File: src/rtl/bitscan_encoder.sv
// Sequential N-to-log2(N) encoder: accepts a request vector, then emits the
// index of each set bit one handshake at a time, flagging the final code.
module bitscan_encoder #(
  parameter int N         = 4,
  parameter int W         = 2,
  parameter int LSB_FIRST = 1
) (
  input  logic         clk,
  input  logic         rst_n,
  input  logic         in_valid,
  output logic         in_ready,
  input  logic [N-1:0] in_vec,
  output logic         out_valid,
  input  logic         out_ready,
  output logic [W-1:0] out_code,
  output logic         out_last,
  output logic         zero_flag
);

  typedef enum logic {
    IDLE,
    SCAN
  } state_t;

  localparam logic [N-1:0] ONE = N'(1);

  state_t       state, state_next;
  logic [N-1:0] pend, pend_next;
  logic         zero_next;
  logic [W-1:0] sel;
  logic         single;

  // Priority select over the pending bits; the last match in loop order wins.
  always_comb begin
    sel = '0;
    if (LSB_FIRST != 0) begin
      for (int i = N - 1; i >= 0; i--) begin
        if (pend[i]) sel = W'(i);
      end
    end else begin
      for (int i = 0; i < N; i++) begin
        if (pend[i]) sel = W'(i);
      end
    end
  end

  // Clearing the lowest set bit leaves zero exactly when one bit was set.
  assign single = (pend != '0) && ((pend & (pend - ONE)) == '0);

  // All outputs come from registered state; in_ready also sees rst_n so the
  // upstream is held off for the whole reset window.
  assign in_ready  = rst_n && (state == IDLE);
  assign out_valid = (state == SCAN);
  assign out_code  = sel;
  assign out_last  = (state == SCAN) && single;

  // NOTE: every signal gets a default before the case so no path leaves it
  // unassigned; otherwise synthesis infers a latch to hold the old value.
  always_comb begin
    state_next = state;
    pend_next  = pend;
    zero_next  = 1'b0;
    case (state)
      IDLE: begin
        if (in_valid) begin
          if (in_vec != '0) begin
            pend_next  = in_vec;
            state_next = SCAN;
          end else begin
            zero_next = 1'b1;
          end
        end
      end
      SCAN: begin
        if (out_ready) begin
          pend_next[sel] = 1'b0;
          if (single) state_next = IDLE;
        end
      end
      default: begin
        state_next = IDLE;
        pend_next  = '0;
      end
    endcase
  end

  // NOTE: state registers use non-blocking assignments so every flop samples
  // the pre-edge values, independent of statement order.
  always_ff @(posedge clk) begin
    if (!rst_n) begin
      state     <= IDLE;
      pend      <= '0;
      zero_flag <= 1'b0;
    end else begin
      state     <= state_next;
      pend      <= pend_next;
      zero_flag <= zero_next;
    end
  end

endmodule

File: config.mk
export PLATFORM = sky130hd
export DESIGN_NAME = bitscan_encoder
export DESIGN_NICKNAME = d
export VERILOG_FILES = /design/src/rtl/bitscan_encoder.sv
export SDC_FILE = /design/constraint.sdc
export NUM_CORES = 1
export LEC_CHECK = 0
export BUFFER_PORTS_ARGS = -buffer_cell sky130_fd_sc_hd__buf_2
export CORE_AREA = 3 3 40 42
export CTS_BUF_LIST = sky130_fd_sc_hd__clkbuf_8
export DETAILED_ROUTE_END_ITERATION = 10
export DIE_AREA = 0 0 43 45
export SYNTH_ARGS = -nofsm -noshare
export SYNTH_HDL_FRONTEND = slang
export SYNTH_SLANG_ARGS = --single-unit
File: constraint.sdc
create_clock -name clk -period 1.49 [get_ports clk]
set_clock_uncertainty 0.1 [all_clocks]
set_input_delay 0.2235 -clock clk [delete_from_list [all_inputs] [get_ports clk]]
set_output_delay 0.2235 -clock clk [all_outputs]
set_load 0.05 [all_outputs]
==> metrics.txt, run 1 <==
status=complete, but fails checks; failing checks=setup timing; hold buffer count at CTS=0; Yosys top cell by area=dfxtp_1; WL final=940 um; flip-flop and latch count after synthesis=6; DP HPWL=661 um; ranking of synthesized cells by area=dfxtp_1, o21ai_0, nor4_4; DRT Pass-1 Iters=2; drt wl/cell=11.6 um; Crit Path Max Fanout=5; DIE AREA=1940 um^2; post-synth top area share=approximately a third; antenna viol nets, final=0; Async S/R FF share, synth=0%; Mapped Cells=45; I/O pin total=14; GRT Util Overall=about an eighth; Core ar.=1280 um^2; LEAKAGE=0.263 nW; CP endpoint kind=output pin; grt ovf=0; CTS Buffer Depth=2; Final setup viols=1; initial antenna violation count=0; Initial Utilization=roughly 28%; nets=76; Tmin final=1.60 ns; synth warn=0; worst rel slew slack=83.2%; CP arrival=1.28 ns; final instance area=578 um^2; Post-Place Worst Slack=-0.0481 ns; max-slew violation count=0; final period utilization=107%; via count=about 390; CTS Root Cell=clkbuf_8; Synth Cell Area=364 um^2; setup ws final=-0.110 ns; 1st-iter DRT viols=3; # DRC=0; Post-Syn Nets=53; Critical Path RT=about 1.2 ns; RSZ-0062 raised after global routing=true; Reg clk slew, reported paths=0.04 ns; layout cells sized above 1=between 50% and 60%; chip width=43 um; vias per cell=between 4 and 5; Syn Area/Cell=8.09 um^2; FILL cells=140; Cell Area, Placed=488 um^2; Worst Tran Pin Value=0.249 ns; Max Freq=between 600 and 700 MHz; commonest register cell after synthesis=dfxtp_1; Clock Sinks=6; most frequent cells in the layout=buf_2, buf_4, nand2_1; Port Buffer Count=13; MaxCap Viol Count=0; n_diodes=0; largest net degree at the start of global routing=12; HP Class=in -> reg; sequential share of the synthesized area=33.0%; Cell Rows=13; DIE HEIGHT=45 um; EDFF count, synth=0; Worst setup SP type=flip-flop; critical path class=reg -> out; vias in the first global route=373; maximum vdd drop=0.346 mV; PwrDens=around 1100 nW/um^2; CTS tree=done; final-report hold violation count=0; Clock Latency Late Sink=0.22 ns; TritonCTS buffer count=3; area grow syn2layout=58.8%; Yosys cell types=24; H-tree levels=1; first-pass GRT wire length=1560 um; Fin Hold WS=0.129 ns; GPL Wtd Cong=0.776
-- synth_stat cells (2+ instances only) --
| library cell | instances |
|---|---|
| buf_2 | 3 |
| dfxtp_1 | 6 |
| nand2_1 | 5 |
| nand3_1 | 3 |
| nor2_1 | 2 |
| nor2b_1 | 3 |
| nor3_1 | 2 |
| o21ai_0 | 5 |
-- layer usage --
| layer | up-vias | share of wire (%) | global-route usage, % |
|---|---|---|---|
| li1 | 204 | - | - |
| met1 | 172 | 42 | 13.5 |
| met2 | 13 | 47 | 15.0 |
| met3 | 4 | 6.1 | 2.79 |
| met4 | 0 | 5.5 | 16.3 |
| met5 | - | 0 | 0 |
-- power by group --
| group | internal [mW] | leakage (nW) | switching (mW) |
|---|---|---|---|
| logic | 0.0832 | 0.190 | 0.0989 |
| clock network | 0.174 | 0.0216 | 0.0703 |
| registers | 0.171 | 0.0513 | 0.0172 |
| total | 0.428 | 0.263 | 0.186 |
-- registers in the layout, summed over array words and instances, names as in the netlist --
register,flops
pend,4
zero_flag,1
out_valid,1
-- cell type report --
class / count / area (um^2) / area share, %
repair buffers: 21 / 140 / 24.2
well taps: 15 / 18.8 / 3.25
inverters: 1 / 3.75 / 0.649
flip-flops and latches: 6 / 130 / 22.5
clock buffers: 3 / 41.3 / 7.14
multi-input cells: 35 / 244 / 42.2
-- repair_timing --
action                                 4_1_cts  5_1_grt
setup endpoints to repair                    1        3
buffers inserted                             1        1
gates cloned                                 0        0
resized for setup                           10        7
endpoints found under the hold margin        0        0
pin swaps                                    2        1
-- per-stage QoR --
stage,utilization (%),power [mW],std cells,TNS (ns)
floorplan,-,0.286,45,0
global placement,38.0,0.341,76,0
detailed placement,38.0,0.341,76,-0.0481
CTS,43.4,0.613,80,-0.105
global route,45.0,0.660,81,-0.184
finish,45.0,0.614,81,-0.110
-- cells by family after synthesis --
| family | synth area share, % |
|---|---|
| xor+xnor | 2.41 |
| compound gates | 18.9 |
| flops | 33.0 |
| buf+inv | 5.15 |
| simple gates | 40.6 |
-- worst max-delay path: stages (launching register included) --
cell and delay, ns:
dfxtp_4 0.35, xor2_1 0.16, o21ai_1 0.16, o21ai_2 0.08, and2_4 0.16, buf_8 0.14
-- final timing paths --
| check | from | to | slack (ns) | depth (start not counted) |
|---|---|---|---|---|
| worst max-delay path | pend[1] | out_last | -0.11 | 5 |
| worst min-delay path | out_ready | out_valid | 0.13 | 2 |
| worst max register to register | pend[1] | out_valid | 0.07 | 7 |
| worst min register to register | out_valid | out_valid | 0.44 | 1 |
Note: power is estimated with default switching activity, not from simulation.
==> run 2, diff against run 1 <==
Settings changed: CAP_MARGIN set to 30, PLACE_DENSITY set to 0.49.
==> run 2 against run 1 <==
  * The run still ends with setup timing left
  * Sequential share of layout area is 0.76 points higher
  * Via count up 0.51%
  * Combinational power shrank 8%
  * Largest cell class unchanged
==> metrics.txt, run 2 (synthesis gave the netlist of run 1 again) <==
1st-iter DRT viols=4 (+1); maximum vdd drop=0.470 mV (+36%); status=complete, but fails checks; Util after Layout=43.5% (-1.5 points); antenna viol nets, final=0 (unchanged); Clock Latency Late Sink=0.22 ns (about the same); nets=74 (-2.6%); crit-path cells=xor2_1, o21ai_1, o21ai_1, and2_4, buf_8; via count=395 (+0.51%); PwrDens=1070 nW/um^2 (+0.34%); CP Launch Point=pend[1]; CTS Root Cell=clkbuf_8; Reg clk slew, reported paths=0.04 ns (about the same); drt wl/cell=11.7 um (+0.57%); slowest cell on the critical path=dfxtp_4; vias per cell=5.00 (+3.1%); most frequent cells in the layout=buf_2, buf_4, nand2_1; Crit Path Max Fanout=4 (-1); Clock Sinks=6 (unchanged); GR peak layer=met2; Cells on Worst Hold Path=2 (unchanged); reg-to-reg startpoint=pend[0]; final period utilization=107% (-0.43 points); Tmin final=1.59 ns (-0.00635 ns); CTS Buffer Depth=2 (unchanged); Worst Tran Pin Value=0.276 ns (+0.0270 ns); layout cells sized above 1=53.1% (-2.9 points); TritonCTS buffer count=3 (unchanged); initial antenna violation count=0 (unchanged); H-tree levels=1 (unchanged); Final setup viols=1 (unchanged); largest stage delay on the critical path=0.36 ns (about the same); worst rel slew slack=81.3% (-1.8 points); vias in the first global route=397 (+6.4%); Core ar.=1280 um^2 (unchanged); max reg flops=4 (unchanged); grt ovf=0 (unchanged); Worst setup SP type=flip-flop; CP endpoint kind=output pin; DIE AREA=1940 um^2 (unchanged); M3 GR Usage=2.39% (-0.40 points); Post-CTS Repair Setup Buffers=0 (-1); Max Freq=628 MHz (+0.40%); Top reg by flops=pend; routing usage on met2=18.6% (+3.6 points); Critical Path RT=1.17 ns (about the same); hold path start=out_ready; chip width=43 um (unchanged); critical path class=reg -> out; final-report hold violation count=0 (unchanged); Levels on crit path=5 (unchanged); Port Buffer Count=13 (unchanged); Buffers & Inverters on Critical Path=1 (unchanged); WL final=922 um (-1.9%); CP arrival=1.27 ns (about the same); LEAKAGE=0.251 nW (-4.4%); hold buffer count at CTS=0 (unchanged); DIE HEIGHT=45 um (unchanged); max-slew violation count=0 (unchanged); RSZ-0062 raised after global routing=true; MaxCap Viol Count=0 (unchanged); n_diodes=0 (unchanged); failing checks=setup timing; Initial Utilization=28.3% (unchanged); Pwr Total=0.596 mW (-2.9%); I/O pin total=14 (unchanged); # DRC=0 (unchanged); setup ws final=-0.103 ns (+0.00635 ns); Cell Rows=13 (unchanged); commonest non-fill, non-tap cell in the layout=buf_2; GPL Wtd Cong=0.716 (-7.6%); largest net degree at the start of global routing=12 (unchanged); FF-to-FF path depth=5 (-2); first-pass GRT wire length=1660 um (+6.6%); GRT Util Overall=12.1% (+0.41 points); most frequent CP cell=o21ai_1; DP HPWL=697 um (+5.4%); grt met1 use=13.5% (-0.033 points); area grow syn2layout=53.6%; HP Class=in -> reg; CP delay by family, top=flip-flops; DRT Pass-1 Iters=4 (+2); CTS tree=done
run 2: through the flow:
stage,hold WS [ns],cells,instance area [um^2],TNS [ns],setup WS (ns)
floorplan,0.223,45,374,0,0.0275
global placement,0.382,76,488,-0.00476,-0.00476
detailed placement,0.373,76,488,-0.0327,-0.0327
CTS,0.144,79,547,-0.0970,-0.0970
global route,0.148,79,559,-0.205,-0.205
finish,0.150,79,559,-0.103,-0.103
run 2: worst register-to-register path: cells and delay by family, from the launching register on:
| kind | cells | cell delay [ns] |
|---|---|---|
| AOI/OAI and AO/OA | 2 | 0.26 |
| DFF | 1 | 0.35 |
| buffers and inverters | 1 | 0.14 |
| and+or+nand+nor | 2 | 0.21 |
run 2: path summary, 6_finish.rpt:
kind,to,slack (ns)
worst max-delay path,out_last,-0.10
worst min-delay path,out_valid,0.15
worst min register to register,pend[3],0.42
worst max register to register,pend[1],0.32
run 2: metal layers:
layer  wire length, um  vias to the layer above
met5                 0                        -
met4                28                        0
met3                53                        3
met2               446                       13
met1               394                      180
li1                  -                      199
run 2: timing repair:
| action | in CTS | in global routing |
|---|---|---|
| resized for setup | 9 | 7 |
| pin swaps | 0 | 1 |
| setup endpoints to repair | 1 | 2 |
run 2: where the power goes:
group	leakage (nW)	switching [mW]	internal (mW)
logic	0.179	0.0960	0.0709
clock network	0.0216	0.0673	0.173
registers	0.0513	0.0178	0.171
run 2: cell type report:
| cell class | instances | area (um^2) |
|---|---|---|
| clock buffer | 3 | 41.3 |
| fill | 136 | 726 |
| multi-input combinational | 35 | 240 |
| timing repair buffer | 19 | 125 |
| inverter | 1 | 3.75 |
| tap | 15 | 18.8 |
| sequential | 6 | 130 |
